===== config.mk =====
export PLATFORM = sky130hd
export DESIGN_NAME = hex_display_capture_flat
export DESIGN_NICKNAME = d
export VERILOG_FILES = /design/src/rtl/hex_disp_pkg.sv /design/src/rtl/hex_display_capture_if.sv /design/src/rtl/seg7_decode.sv /design/src/rtl/hex_display_capture.sv /design/src/flat_wrapper.sv
export SDC_FILE = /design/constraint.sdc
export NUM_CORES = 1
export LEC_CHECK = 0
export BUFFER_PORTS_ARGS = -buffer_cell sky130_fd_sc_hd__buf_2
export CAP_MARGIN = 5
export CORE_UTILIZATION = 58
export DETAILED_ROUTE_END_ITERATION = 10
export HOLD_SLACK_MARGIN = 0.15
export PLACE_DENSITY = 0.87
export SLEW_MARGIN = 20
export SYNTH_ARGS = -nofsm -noshare
export SYNTH_HDL_FRONTEND = slang
export SYNTH_HIERARCHICAL = 1
export SYNTH_SLANG_ARGS = --single-unit

===== constraint.sdc =====
create_clock -name Clk -period 2.95 [get_ports Clk]
set_input_delay 0.295 -clock Clk [delete_from_list [all_inputs] [get_ports Clk]]
set_output_delay 0.295 -clock Clk [all_outputs]
set_load 0.02 [all_outputs]

===== src/rtl/hex_disp_pkg.sv =====
// Shared 7-segment glyph definitions and capture FSM state type.
// Latency: n/a (types and constants only).
// Backpressure: n/a.
package hex_disp_pkg;

    typedef enum logic [1:0] {
        IDLE,
        SETTLE,
        HOLD
    } cap_state_t;

    // Active-low segment pattern for a dark digit.
    localparam logic [6:0] SEG_BLANK = 7'h7F;

    // Active-low glyphs indexed by nibble value; entry 15 is leftmost.
    localparam logic [15:0][6:0] SEG7_GLYPH = {
        7'h0E, 7'h06, 7'h21, 7'h46,   // F E d C
        7'h03, 7'h08, 7'h10, 7'h00,   // b A 9 8
        7'h78, 7'h02, 7'h12, 7'h19,   // 7 6 5 4
        7'h30, 7'h24, 7'h79, 7'h40    // 3 2 1 0
    };

endpackage


===== src/rtl/hex_display_capture_if.sv =====
// Display-bus and captured-word handshake bundle for hex_display_capture.
// Latency: n/a (wiring only).
// Backpressure: Valid/Ready on the captured word; the display side has none.
interface hex_display_capture_if #(
    parameter int NDIG = 8
) ();

    logic [6:0]        Seg_n;
    logic [NDIG-1:0]   Dig_n;
    logic              Ready;
    logic              Valid;
    logic [4*NDIG-1:0] Value;
    logic [NDIG-1:0]   Err_mask;
    logic              Overrun;

    // Environment side: drives the display pins and consumes words.
    modport master (
        output Seg_n, Dig_n, Ready,
        input  Valid, Value, Err_mask, Overrun
    );

    // Capture side.
    modport slave (
        input  Seg_n, Dig_n, Ready,
        output Valid, Value, Err_mask, Overrun
    );

endinterface


===== src/rtl/seg7_decode.sv =====
// Maps an active-low 7-segment pattern back to its hex nibble.
// Latency: combinational.
// Backpressure: none.
module seg7_decode
    import hex_disp_pkg::*;
(
    input  logic [6:0] i_seg_n,
    output logic [3:0] o_nibble,
    output logic       o_illegal
);

    // Search the shared glyph table; unmatched patterns (blank included) read as 0 with error.
    always_comb begin
        o_nibble  = 4'h0;
        o_illegal = 1'b1;
        for (int k = 0; k < 16; k++) begin
            if (i_seg_n == SEG7_GLYPH[k]) begin
                o_nibble  = 4'(k);
                o_illegal = 1'b0;
            end
        end
    end

endmodule


===== src/rtl/hex_display_capture.sv =====
// Reads back a multiplexed active-low 7-seg display and assembles NDIG-digit words.
// Latency: digit accepted STABLE_CYC cycles after first sample; word valid 1 cycle after last accept edge.
// Backpressure: Valid/Ready; a word completing while Valid&&!Ready is dropped and sets sticky Overrun.
module hex_display_capture
    import hex_disp_pkg::*;
#(
    parameter int NDIG       = 8,
    parameter int STABLE_CYC = 4
) (
    input  logic                 Clk,
    input  logic                 Reset_n,
    hex_display_capture_if.slave bus
);

    localparam int CW = $clog2(STABLE_CYC);
    localparam int IW = $clog2(NDIG);
    // Count value at which one more identical sample completes the stability window.
    localparam logic [CW-1:0] ACC_CNT = CW'(STABLE_CYC - 2);

    // Input sample and previous sample
    logic [6:0]            r_smp_seg;
    logic [NDIG-1:0]       r_smp_dig;
    logic [6:0]            r_prv_seg;
    logic [NDIG-1:0]       r_prv_dig;

    // Capture FSM
    cap_state_t            r_state;
    logic [CW-1:0]         r_cnt;

    // Per-digit storage
    logic [NDIG-1:0][3:0]  r_slot;
    logic [NDIG-1:0]       r_slot_err;
    logic [NDIG-1:0]       r_mask;

    // Output register
    logic                  r_valid;
    logic [4*NDIG-1:0]     r_value;
    logic [NDIG-1:0]       r_err;
    logic                  r_overrun;

    logic [NDIG-1:0]       w_drv;
    logic                  w_onehot;
    logic                  w_same;
    logic [IW-1:0]         w_idx;
    logic [3:0]            w_nib;
    logic                  w_illegal;
    logic                  w_accept;
    logic                  w_complete;

    // Drive lines are active-low; flip so a driven digit is a 1 bit.
    assign w_drv      = ~r_smp_dig;
    assign w_onehot   = (w_drv != '0) && ((w_drv & (w_drv - NDIG'(1))) == '0);
    assign w_same     = (r_smp_seg == r_prv_seg) && (r_smp_dig == r_prv_dig);
    assign w_accept   = (r_state == SETTLE) && w_same && (r_cnt == ACC_CNT);
    assign w_complete = &r_mask;

    // Convert the one-hot drive vector to a slot index (only meaningful when one-hot).
    always_comb begin
        w_idx = '0;
        for (int i = 0; i < NDIG; i++) begin
            if (w_drv[i]) begin
                w_idx = IW'(i);
            end
        end
    end

    seg7_decode u_decode (
        .i_seg_n   (r_smp_seg),
        .o_nibble  (w_nib),
        .o_illegal (w_illegal)
    );

    // Register the display pins once, then keep one older sample for change detection.
    always_ff @(posedge Clk or negedge Reset_n) begin
        if (!Reset_n) begin
            r_smp_seg <= SEG_BLANK;
            r_smp_dig <= '1;
            r_prv_seg <= SEG_BLANK;
            r_prv_dig <= '1;
        end else begin
            r_smp_seg <= bus.Seg_n;
            r_smp_dig <= bus.Dig_n;
            r_prv_seg <= r_smp_seg;
            r_prv_dig <= r_smp_dig;
        end
    end

    // Stability FSM: wait for a one-hot digit, count identical samples, take it once, hold until change.
    always_ff @(posedge Clk or negedge Reset_n) begin
        if (!Reset_n) begin
            r_state <= IDLE;
            r_cnt   <= '0;
        end else begin
            case (r_state)
                IDLE: begin
                    r_cnt <= '0;
                    if (w_onehot) begin
                        r_state <= SETTLE;
                    end
                end
                SETTLE: begin
                    if (!w_onehot) begin
                        r_state <= IDLE;
                        r_cnt   <= '0;
                    end else if (!w_same) begin
                        r_cnt   <= '0;
                    end else begin
                        r_cnt   <= r_cnt + CW'(1);
                        if (r_cnt == ACC_CNT) begin
                            r_state <= HOLD;
                        end
                    end
                end
                HOLD: begin
                    if (!w_same) begin
                        r_state <= w_onehot ? SETTLE : IDLE;
                        r_cnt   <= '0;
                    end
                end
                default: begin
                    r_state <= IDLE;
                    r_cnt   <= '0;
                end
            endcase
        end
    end

    // Slot writes on accept; mask empties on completion, keeping only a same-edge accept bit.
    always_ff @(posedge Clk or negedge Reset_n) begin
        if (!Reset_n) begin
            r_slot     <= '0;
            r_slot_err <= '0;
            r_mask     <= '0;
        end else begin
            if (w_accept) begin
                r_slot[w_idx]     <= w_nib;
                r_slot_err[w_idx] <= w_illegal;
            end
            r_mask <= (w_complete ? '0 : r_mask) | (w_accept ? w_drv : '0);
        end
    end

    // Output word register: load on completion when free or draining, else flag the drop.
    always_ff @(posedge Clk or negedge Reset_n) begin
        if (!Reset_n) begin
            r_valid   <= 1'b0;
            r_value   <= '0;
            r_err     <= '0;
            r_overrun <= 1'b0;
        end else begin
            if (w_complete) begin
                if (!r_valid || bus.Ready) begin
                    r_valid <= 1'b1;
                    r_value <= r_slot;
                    r_err   <= r_slot_err;
                end else begin
                    r_overrun <= 1'b1;
                end
            end else if (r_valid && bus.Ready) begin
                r_valid <= 1'b0;
            end
        end
    end

    assign bus.Valid    = r_valid;
    assign bus.Value    = r_value;
    assign bus.Err_mask = r_err;
    assign bus.Overrun  = r_overrun;

endmodule


===== src/flat_wrapper.sv =====
// flat-port wrapper written by rule: the top's interface ports become plain ports
module hex_display_capture_flat import hex_disp_pkg::*;
#(
    parameter int NDIG       = 8,
    parameter int STABLE_CYC = 4
)
  (Clk, Reset_n, bus_Seg_n, bus_Dig_n, bus_Ready, bus_Valid, bus_Value, bus_Err_mask, bus_Overrun);
  hex_display_capture_if #(.NDIG(NDIG)) bus_i ();
  input  logic Clk;
  input  logic Reset_n;
  input wire logic [$bits(bus_i.Seg_n)-1:0] bus_Seg_n;
  input wire logic [$bits(bus_i.Dig_n)-1:0] bus_Dig_n;
  input wire logic [$bits(bus_i.Ready)-1:0] bus_Ready;
  output wire logic [$bits(bus_i.Valid)-1:0] bus_Valid;
  output wire logic [$bits(bus_i.Value)-1:0] bus_Value;
  output wire logic [$bits(bus_i.Err_mask)-1:0] bus_Err_mask;
  output wire logic [$bits(bus_i.Overrun)-1:0] bus_Overrun;
  assign bus_i.Seg_n = bus_Seg_n;
  assign bus_i.Dig_n = bus_Dig_n;
  assign bus_i.Ready = bus_Ready;
  assign bus_Valid = bus_i.Valid;
  assign bus_Value = bus_i.Value;
  assign bus_Err_mask = bus_i.Err_mask;
  assign bus_Overrun = bus_i.Overrun;
  hex_display_capture #(.NDIG(NDIG), .STABLE_CYC(STABLE_CYC)) u_core (.Clk(Clk), .Reset_n(Reset_n), .bus(bus_i));
endmodule

==> flow_metrics.tcl <==
set metrics [dict create \
    n_antenna_cell 0 \
    vias 3343 \
    fillers 534 \
    hold_buffers 17 \
    drc 0 \
    start_kind "flip-flop" \
    seq_area_um2 3141 \
    postRouteAntennaNets 0 \
    setup_viol 0 \
    syn_area_um2 5194 \
    required_ns 3.34 \
    die_w_um 96.63 \
    crit_fanout 16 \
    maxSlewHeadroom 0.4904 \
    ys_ff_latch 124 \
    multi_input_area_um2 1927 \
    power_density_nw_per_um2 628.5 \
    start_util 0.5985 \
    rows 34 \
    drt-vias-per-instance 5.794 \
    grt_pass1_wl_mm 17.81 \
    synth_edf_count 0 \
    arrival_ns 2.94 \
    crit_buf_inv 0 \
    syn-num-nets 389 \
    endpoint_kind "flip-flop" \
    portBuffers 59 \
    cts_tree "yes" \
    antenna_found_initial 0 \
    fin_crit_ns 2.555 \
    syn_inst 370 \
    drt-initial-drc-count 213 \
    grt_pass1_vias 3482 \
    synthSimpleGateAreaFrac 0.09949 \
    clkLatencyLatePin_ns 0.51 \
    cts-root-buf "clkbuf_8" \
    final_net_count 476 \
    worstMarginPinSlew_ns 0.7545 \
    place.gp.congestion 0.9205 \
    first_pass_iters 4 \
    yosys.area_share.xor_xnor 0.03373 \
    fmaxAchievable_mhz 391.4 \
    status "completed" \
    ir_drop_mv 0.4687 \
    gr-total-overflow 0 \
    cts_buffer_depth 2 \
    synthFlopType "dfrtp_1" \
    yosys-top-cells-area "dfrtp_1 45%, mux2_2 17%, dfstp_2 15%" \
    cpPeakStageDelay_ns 0.72 \
    yosys_warnings 6 \
    worstSetupPathType "reg2reg" \
    synthDistinctLibCells 60 \
    cts-resized-gates 0 \
    rsz0062_at_grt "false" \
    cp_top_family "simple AND/OR/NAND/NOR gates" \
    dieArea_um2 9337 \
    yosysTopAreaCell "dfrtp_1" \
    async_flop_share 1.000 \
    synth_mux_area_frac 0.1778 \
    grtUsageTotal 0.2468 \
    finalClockSkew_ns 0.01032 \
    dp_slack_ns 0.4322 \
    synth_top_family_by_area "multiplexers" \
    cts-buffers-inserted 17 \
    seq_area_frac_synth 0.6047 \
    final.setup.tns_ns 0 \
    fin_total_pwr_mw 4.002 \
    layout_setup_ws_ns 0.3950 \
    cp_slowest_cell "dfstp_2" \
    h-tree-depth 4 \
    worstPathCellList "xor2_1 > nor4_2 > nand4_2 > nor4b_4 > mux2_2" \
    fin_crit_sh 0.8661 \
    synth_top_area_frac 0.4529 \
    cts_setup_buffers 0 \
    finalHoldViolCount 0 \
    drive_gt1_frac 0.4712 \
    path_clk_slew_ns 0.06 \
    min_path_type "in2async" \
    clock_sink_count 124 \
    drv_cap 0 \
    synthAdderAreaFrac 0.004336 \
    wl_per_cell_um 18.67 \
    dieHeight_um 96.63 \
    final_max_slew_viol_count 0 \
    totalWireLength_mm 10.77 \
    syn_area_per_cell_um2 14.04 \
    power_leakage_nw 3.113 \
    io_pins 60 \
    synth_compound_area_frac 0.05348 \
    dp_hpwl_mm 6.684 \
    core-area_um2 8678 \
    area.growth.synth_to_final_pct 22.60 \
    grt_max_degree 61 \
]
[power breakdown]
part / leakage [nW] / internal (mW) / switching [mW]
combinational: 1.20 / 0.0669 / 0.0919
clock: 0.284 / 1.31 / 0.751
sequential: 1.62 / 1.74 / 0.0428
[worst paths after layout]
kind	endpoint	slack, ns	cells after the start	from
worst max-delay path	u_core/r_slot[0]	0.40	5	u_core/r_smp_seg[0]
worst min-delay path	u_core/bus.Value[27]	0.40	2	Reset_n
worst max register to register	u_core/r_slot[0]	0.40	5	u_core/r_smp_seg[0]
worst min register to register	u_core/r_prv_dig[0]	0.41	0	u_core/r_smp_dig[0]
max in group asynchronous	u_core/r_smp_seg[2]	1.68	3	Reset_n
min in group Clk	u_core/r_prv_dig[0]	0.41	0	u_core/r_smp_dig[0]
[stage by stage]
stage	instances	util	hold slack, ns	cell area (um2)
2_1_floorplan	370	-	-0.0005911	5194
3_5_place_dp	529	0.6456	0.4012	5603
5_1_grt	577	0.7337	0.4138	6367
3_3_place_gp	529	0.6456	0.3914	5603
6_report	577	0.7337	0.3981	6367
4_1_cts	577	0.7337	0.4049	6367
[logic make-up (layout without fill, tap and decap cells)]
kind of cell | count (synthesis) | in the layout
flops | 124 | 124
mux | 81 | 81
buf+inv | 25 | 124
xor+xnor | 20 | 20
simple gates | 77 | 77
fa+ha+maj | 2 | 2
compound gates | 41 | 41
[state kept, by name, summed over array words and instances, names as in the netlist]
signal / cells
u_core/bus.Overrun: 1
u_core/r_state: 2
u_core/bus.Valid: 1
u_core/r_slot: 32
u_core/r_slot_err: 8
u_core/r_prv_dig: 8
u_core/r_prv_seg: 7
u_core/r_mask: 8
u_core/bus.Value: 32
u_core/r_smp_dig: 8
u_core/bus.Err_mask: 8
u_core/r_smp_seg: 7
u_core/r_cnt: 2
[layout by cell type, fill, tap and decap left out, types with 3 or more instances in the layout]
| cell | count |
|---|---|
| xor2_1 | 16 |
| o21a_1 | 3 |
| nor2_1 | 12 |
| clkbuf_16 | 16 |
| clkinv_4 | 3 |
| dlygate4sd3_1 | 17 |
| buf_2 | 58 |
| dfrtp_1 | 94 |
| nand3_1 | 4 |
| buf_4 | 7 |
| dfstp_2 | 30 |
| xnor2_1 | 4 |
| a21oi_1 | 5 |
| o21ai_0 | 12 |
| inv_1 | 10 |
| nor4_1 | 4 |
| nor3_1 | 3 |
| nor2b_1 | 3 |
| clkinvlp_4 | 3 |
| nand2_1 | 16 |
| bufinv_16 | 3 |
| or3_1 | 3 |
| nand4_1 | 6 |
| mux2_2 | 79 |
[routing by layer]
metal | vias to the layer above | track usage | wire (um)
li1 | 1504 | - | -
met1 | 1722 | 0.3129 | 4524
met2 | 103 | 0.4117 | 5586
met3 | 14 | 0.04986 | 488
met4 | 0 | 0.1102 | 175
met5 | - | 0 | 0
[synth_stat cells, types with 4 or more instances]
cell type,count
o21ai_0,12
mux2_2,79
nand3_1,4
inv_1,10
dfrtp_1,94
dfstp_2,30
a21oi_1,6
xnor2_1,4
xor2_1,16
nor2_1,12
buf_6,4
nor4_1,4
nand4_1,6
nand2_1,16
clkbuf_1,6
[area by class of cell]
class,instances,share of cell area
Clock buffer,18,0.06720
Clock inverter,13,0.02613
Inverter,10,0.005895
Multi-Input combinational cell,221,0.3026
Sequential cell,124,0.4932
Tap cell,108,0.02122
Timing Repair Buffer,83,0.08371
Note: power is estimated with default switching activity, not from simulation.
